==> src/rtl/alu_cmd_queue.sv <==
// Command/result buffering around a registered two-stage ALU: commands queue in a FIFO,
// issue under a 4-credit limit, and their results return in order through a 4-entry FIFO.
module alu_cmd_queue #(
    parameter int WIDTH = 4,
    parameter int DEPTH = 4
) (
    input  logic             clk,
    input  logic             rstn,
    input  logic             in_valid,
    output logic             in_ready,
    input  logic [WIDTH-1:0] in_a,
    input  logic [WIDTH-1:0] in_b,
    input  logic [1:0]       in_mode,
    output logic [WIDTH-1:0] alu_a,
    output logic [WIDTH-1:0] alu_b,
    output logic [1:0]       alu_mode,
    input  logic [WIDTH:0]   alu_y,
    output logic             out_valid,
    input  logic             out_ready,
    output logic [WIDTH:0]   out_y,
    output logic [1:0]       out_mode,
    output logic             idle
);

    localparam int AW        = $clog2(DEPTH);
    localparam int CW        = $clog2(DEPTH + 1);
    localparam int CMD_W     = 2 * WIDTH + 2;
    localparam int RES_W     = WIDTH + 3;
    localparam int RES_DEPTH = 4;

    logic [CMD_W-1:0] cmd_mem_q [DEPTH];
    logic [CMD_W-1:0] cmd_mem_d [DEPTH];
    logic [AW-1:0]    cmd_wr_ptr_q, cmd_wr_ptr_d;
    logic [AW-1:0]    cmd_rd_ptr_q, cmd_rd_ptr_d;
    logic [CW-1:0]    cmd_count_q, cmd_count_d;

    logic [RES_W-1:0] res_mem_q [RES_DEPTH];
    logic [RES_W-1:0] res_mem_d [RES_DEPTH];
    logic [1:0]       res_wr_ptr_q, res_wr_ptr_d;
    logic [1:0]       res_rd_ptr_q, res_rd_ptr_d;
    logic [2:0]       res_count_q, res_count_d;

    logic [WIDTH-1:0] alu_a_q, alu_a_d;
    logic [WIDTH-1:0] alu_b_q, alu_b_d;
    logic [1:0]       alu_mode_q, alu_mode_d;
    logic             p1_q, p1_d;
    logic             p2_q, p2_d;
    logic [1:0]       p1_mode_q, p1_mode_d;
    logic [1:0]       p2_mode_q, p2_mode_d;

    logic             cmd_empty;
    logic             cmd_full;
    logic             res_empty;
    logic             cmd_push;
    logic             issue;
    logic             res_push;
    logic             res_pop;
    logic [2:0]       credit_used;
    logic [CMD_W-1:0] cmd_head;
    logic [RES_W-1:0] res_head;

    assign cmd_empty = (cmd_count_q == '0);
    assign cmd_full  = (cmd_count_q == CW'(DEPTH));
    assign res_empty = (res_count_q == 3'd0);
    assign cmd_head  = cmd_mem_q[cmd_rd_ptr_q];
    assign res_head  = res_mem_q[res_rd_ptr_q];

    assign in_ready  = !cmd_full;
    assign out_valid = !res_empty;
    assign out_y     = res_head[WIDTH:0];
    assign out_mode  = res_head[WIDTH+2:WIDTH+1];
    assign alu_a     = alu_a_q;
    assign alu_b     = alu_b_q;
    assign alu_mode  = alu_mode_q;
    assign idle      = cmd_empty && !p1_q && !p2_q && res_empty;

    // Results held plus commands in the ALU pipe may never exceed the result FIFO size.
    assign credit_used = res_count_q + {2'b00, p1_q} + {2'b00, p2_q};
    assign cmd_push    = in_valid && in_ready;
    assign issue       = !cmd_empty && (credit_used < 3'd4);
    assign res_push    = p2_q;
    assign res_pop     = out_valid && out_ready;

    always_comb begin
        cmd_mem_d = cmd_mem_q;
        if (cmd_push) begin
            cmd_mem_d[cmd_wr_ptr_q] = {in_mode, in_a, in_b};
        end
        cmd_wr_ptr_d = cmd_wr_ptr_q + AW'(cmd_push);
        cmd_rd_ptr_d = cmd_rd_ptr_q + AW'(issue);
        cmd_count_d  = cmd_count_q + CW'(cmd_push) - CW'(issue);
    end

    always_comb begin
        alu_a_d    = alu_a_q;
        alu_b_d    = alu_b_q;
        alu_mode_d = alu_mode_q;
        p1_mode_d  = p1_mode_q;
        if (issue) begin
            alu_b_d    = cmd_head[WIDTH-1:0];
            alu_a_d    = cmd_head[2*WIDTH-1:WIDTH];
            alu_mode_d = cmd_head[2*WIDTH+1:2*WIDTH];
            p1_mode_d  = cmd_head[2*WIDTH+1:2*WIDTH];
        end
        p1_d      = issue;
        p2_d      = p1_q;
        p2_mode_d = p1_mode_q;
    end

    always_comb begin
        res_mem_d = res_mem_q;
        if (res_push) begin
            res_mem_d[res_wr_ptr_q] = {p2_mode_q, alu_y};
        end
        res_wr_ptr_d = res_wr_ptr_q + 2'(res_push);
        res_rd_ptr_d = res_rd_ptr_q + 2'(res_pop);
        res_count_d  = res_count_q + 3'(res_push) - 3'(res_pop);
    end

    always_ff @(posedge clk or negedge rstn) begin
        if (!rstn) begin
            for (int i = 0; i < DEPTH; i++) begin
                cmd_mem_q[i] <= '0;
            end
            for (int i = 0; i < RES_DEPTH; i++) begin
                res_mem_q[i] <= '0;
            end
            cmd_wr_ptr_q <= '0;
            cmd_rd_ptr_q <= '0;
            cmd_count_q  <= '0;
            res_wr_ptr_q <= '0;
            res_rd_ptr_q <= '0;
            res_count_q  <= '0;
            alu_a_q      <= '0;
            alu_b_q      <= '0;
            alu_mode_q   <= '0;
            p1_q         <= 1'b0;
            p2_q         <= 1'b0;
            p1_mode_q    <= '0;
            p2_mode_q    <= '0;
        end else begin
            cmd_mem_q    <= cmd_mem_d;
            res_mem_q    <= res_mem_d;
            cmd_wr_ptr_q <= cmd_wr_ptr_d;
            cmd_rd_ptr_q <= cmd_rd_ptr_d;
            cmd_count_q  <= cmd_count_d;
            res_wr_ptr_q <= res_wr_ptr_d;
            res_rd_ptr_q <= res_rd_ptr_d;
            res_count_q  <= res_count_d;
            alu_a_q      <= alu_a_d;
            alu_b_q      <= alu_b_d;
            alu_mode_q   <= alu_mode_d;
            p1_q         <= p1_d;
            p2_q         <= p2_d;
            p1_mode_q    <= p1_mode_d;
            p2_mode_q    <= p2_mode_d;
        end
    end

endmodule

==> config.mk <==
export PLATFORM = sky130hd
export DESIGN_NAME = alu_cmd_queue
export DESIGN_NICKNAME = d
export VERILOG_FILES = /design/src/rtl/alu_cmd_queue.sv
export SDC_FILE = /design/constraint.sdc
export NUM_CORES = 1
export LEC_CHECK = 0
export ABC_CLOCK_PERIOD_IN_PS = 2500
export CORE_UTILIZATION = 51
export CTS_CLUSTER_SIZE = 20
export DETAILED_ROUTE_END_ITERATION = 12
export GPL_ROUTABILITY_DRIVEN = 0
export PLACE_DENSITY = 0.8
export SLEW_MARGIN = 20
export SYNTH_ARGS = -nofsm -noshare
export SYNTH_HDL_FRONTEND = slang
export SYNTH_SLANG_ARGS = --single-unit
==> constraint.sdc <==
create_clock -name clk -period 2.5 [get_ports clk]
set_input_delay 0.375 -clock clk [delete_from_list [all_inputs] [get_ports clk]]
set_output_delay 0.375 -clock clk [all_outputs]
set_load 0.02 [all_outputs]
==> results.md <==
- Antenna cells: 0
- Largest net degree at the start of global routing: 59
- Max_slew headroom: 0.534
- IO Count: 39
- Crit. End Element: flop
- Yosys reg bits: 96
- Root Buffer: clkbuf_8
- Port Buffers: 38
- Worst-Margin Slew: 0.695 ns
- GR Util All Layers: 0.181
- Post-synthesis xor/xnor area fraction: 0.0165
- Area of the core: 7890 um^2
- Number of global-route vias before repair: 2323
- RSZ-0062 raised after global routing: no
- Sequential Area: 2400 um^2
- Worst EP required: 2.73 ns
- GRT overflow: 0
- Critical Path Fanout Max: 3
- Final Critical Period: 2.38 ns
- Data arrival, critical path: 2.62 ns
- DRT iter0 DRCs: 52
- Starting Density: 0.539
- CTS Buf Count: 9
- Status: finished clean
- Placed wire-length estimate: 4640 um
- M3 GR Usage: 0.0488
- Vias per cell: 5.38
- # DRC: 0
- Die W: 93.3 um
- Cells after Synth: 246
- Fillers: 566
- Clk_skew: 0.00598 ns
- Post-route ant nets: 0
- Leak pwr: 0.00219 uW
- Period Utilization, post-route: 0.953
- GR Layer Usage met2: 0.304
- Row count: 32
- Mux cell area share after synthesis: 0.314
- Final Hold Fails: 0
- Initial antenna violation count: 0
- Pwr Density: 1460 nW/um^2
- Max Slew Vio Count: 0
- Layout cells sized above 1: 0.450
- Area of the multi-input gates: 1780 um^2
- Overall power: 7300 uW
- Critical path class: flop to flop
- Setup violators final: 0
- Vias post-DR: 2150
- GRT Max-Usage Layer: met2
- Sequential area share after synthesis: 0.565
- Mapped Avg Cell Area: 17.3 um^2
- Startpoint Class: flop
- CTS Sinks: 96
- Setup_tns: 0 ns
- Ys Warns: 0
- Hold Crit Class: flop to flop
- H-tree Lvls: 3
- Clock latency on the worst-skew pair: 0.35 ns
- Syn Nets: 276
- Post-synthesis simple-gate area fraction: 0.0374
- Per-cell routed wire length: 17.3 um
- Die height: 93.3 um
- Synth Area in Compound Gates: 0.00500
- GR Layer Usage met1: 0.239
- Routed wire length: 6920 um
- Clock slew at the register clock pins of the worst setup and hold paths: 0.08 ns
- TritonCTS clock tree: yes
- Final nets: 324
- Main combinational cell family by area after synthesis: multiplexers
- Synth unique cells: 31
- Max Root-Sink Buffers: 2
- First-pass GRT wire length: 11800 um
- Fmax achieved: 420 MHz
- Synth Area in Adders: 0.0359
- Die footprint: 8710 um^2
- DR pass1 iterations: 4
- Post-Syn Area: 4250 um^2
- MaxCap Viol Count: 0
- Peak VDD IR: 0.000703 V
- Layout area overhead: 17.3%
## synthesized netlist by cell type
library cell | count | share of area
clkbuf_1 | 3 | 0.0026
buf_2 | 2 | 0.0024
ha_1 | 9 | 0.026
mux2_4 | 20 | 0.071
nand3b_4 | 2 | 0.0094
nor3_4 | 1 | 0.0038
and3_1 | 1 | 0.0015
nand3_1 | 1 | 0.0012
nor4_1 | 1 | 0.0015
xnor2_1 | 3 | 0.0062
fa_1 | 2 | 0.0094
nor3_2 | 1 | 0.0024
xor2_1 | 5 | 0.010
inv_1 | 8 | 0.0071
nand2_4 | 1 | 0.0026
mux4_2 | 17 | 0.090
buf_4 | 1 | 0.0018
o21ai_2 | 1 | 0.0021
nand3b_1 | 2 | 0.0035
or3_2 | 1 | 0.0018
inv_6 | 1 | 0.0021
or3b_4 | 1 | 0.0026
dfrtp_1 | 96 | 0.56
nand3_4 | 1 | 0.0041
or3_1 | 1 | 0.0015
clkbuf_2 | 1 | 0.0012
mux2_2 | 58 | 0.15
a21oi_1 | 1 | 0.0012
a21o_1 | 1 | 0.0018
and2_1 | 1 | 0.0015
buf_12 | 2 | 0.0094
## registers in the layout, summed over array words and instances, names as in the netlist, 2 cells and up
name / count
cmd_count_q: 3
cmd_wr_ptr_q: 2
p2_mode_q: 2
alu_b: 4
res_wr_ptr_q: 2
res_mem_q: 28
alu_mode: 2
cmd_rd_ptr_q: 2
res_rd_ptr_q: 2
alu_a: 4
cmd_mem_q: 40
res_count_q: 3
## area by class of cell
class | instances | share of cell area
sequential | 96 | 0.482
multi-input combinational | 132 | 0.357
tap | 102 | 0.0256
timing repair buffer | 46 | 0.0905
clock buffer | 10 | 0.0256
inverter | 9 | 0.00827
clock inverter | 5 | 0.0118
## cell usage in the layout, fill, tap and decap left out, drive strengths merged, types with 2 or more instances in the layout
master,n
ha,9
dfrtp,96
mux4,17
clkbuf,10
inv,9
clkinv,2
nand3b,4
mux2,78
or3,2
nor3,2
fa,2
xnor2,3
clkdlybuf4s50,36
clkinvlp,2
buf,8
xor2,5
nand3,2
## where the power goes
part           leakage, uW  switching (uW)  total, uW  internal (uW)
Combinational     0.000965            1270       3350           2080
Sequential         0.00113             599       2980           2380
Clock            0.0000883             510        968            457
Total              0.00219            2380       7300           4930
## routing by layer
metal | vias up | part of all wire
met5 | - | 0
met2 | 30 | 0.52
met3 | 5 | 0.032
met1 | 1125 | 0.44
li1 | 990 | -
met4 | 0 | 0.0067
## cells by family (layout without fill, tap and decap cells)
group                      Yosys count  after routing
and+or+nand+nor                     15             15
adders and majority gates           11             11
muxes                               95             95
buffers and inverters               18             70
DFF                                 96             96
AOI/OAI and AO/OA                    3              3
xor gates and xnor gates             8              8
## worst paths after layout
check                               start              to  slack, ns  cells after the start
setup reg to reg           res_count_q[0]  cmd_count_q[2]       0.12                     11
hold / removal                       p1_q            p2_q       0.41                      0
hold reg to reg                      p1_q            p2_q       0.41                      0
setup / recovery           res_count_q[0]  cmd_count_q[2]       0.12                     11
min in group asynchronous            rstn    res_mem_q[0]       0.52                      2
max in group asynchronous            rstn   cmd_mem_q[13]       1.31                      3
## what timing repair did
action                                  in CTS  in global routing
pin swaps                                    0                  3
endpoints found under the setup margin       8                  1
setup buffers                                0                  2
endpoints found under the hold margin        9                  0
hold buffers                                 1                  0
gates resized for setup                      2                  2
## critical path, stage by stage (launching register included)
cell and delay, ns:
dfrtp_1 0.41, ha_1 0.27, a21o_1 0.16, and3_4 0.15, o21ai_4 0.15, inv_4 0.06, ha_4 0.26, inv_2 0.03
ha_4 0.15, fa_2 0.34, xor2_1 0.16, xnor2_1 0.13
## per-stage QoR
stage          std cells  hold WS, ns  area, um^2  setup slack, ns   util
4_1_cts              398        0.415        4960          0.00926  0.629
3_3_place_gp         382        0.379        4770           0.0969  0.604
3_5_place_dp         382        0.381        4770           0.0375  0.604
2_1_floorplan        246       0.0794        4290         -0.00508      -
5_1_grt              400        0.430        4990          0.00750  0.633
6_report             400        0.413        4990            0.117  0.633
(Power assumes the default switching activity.)
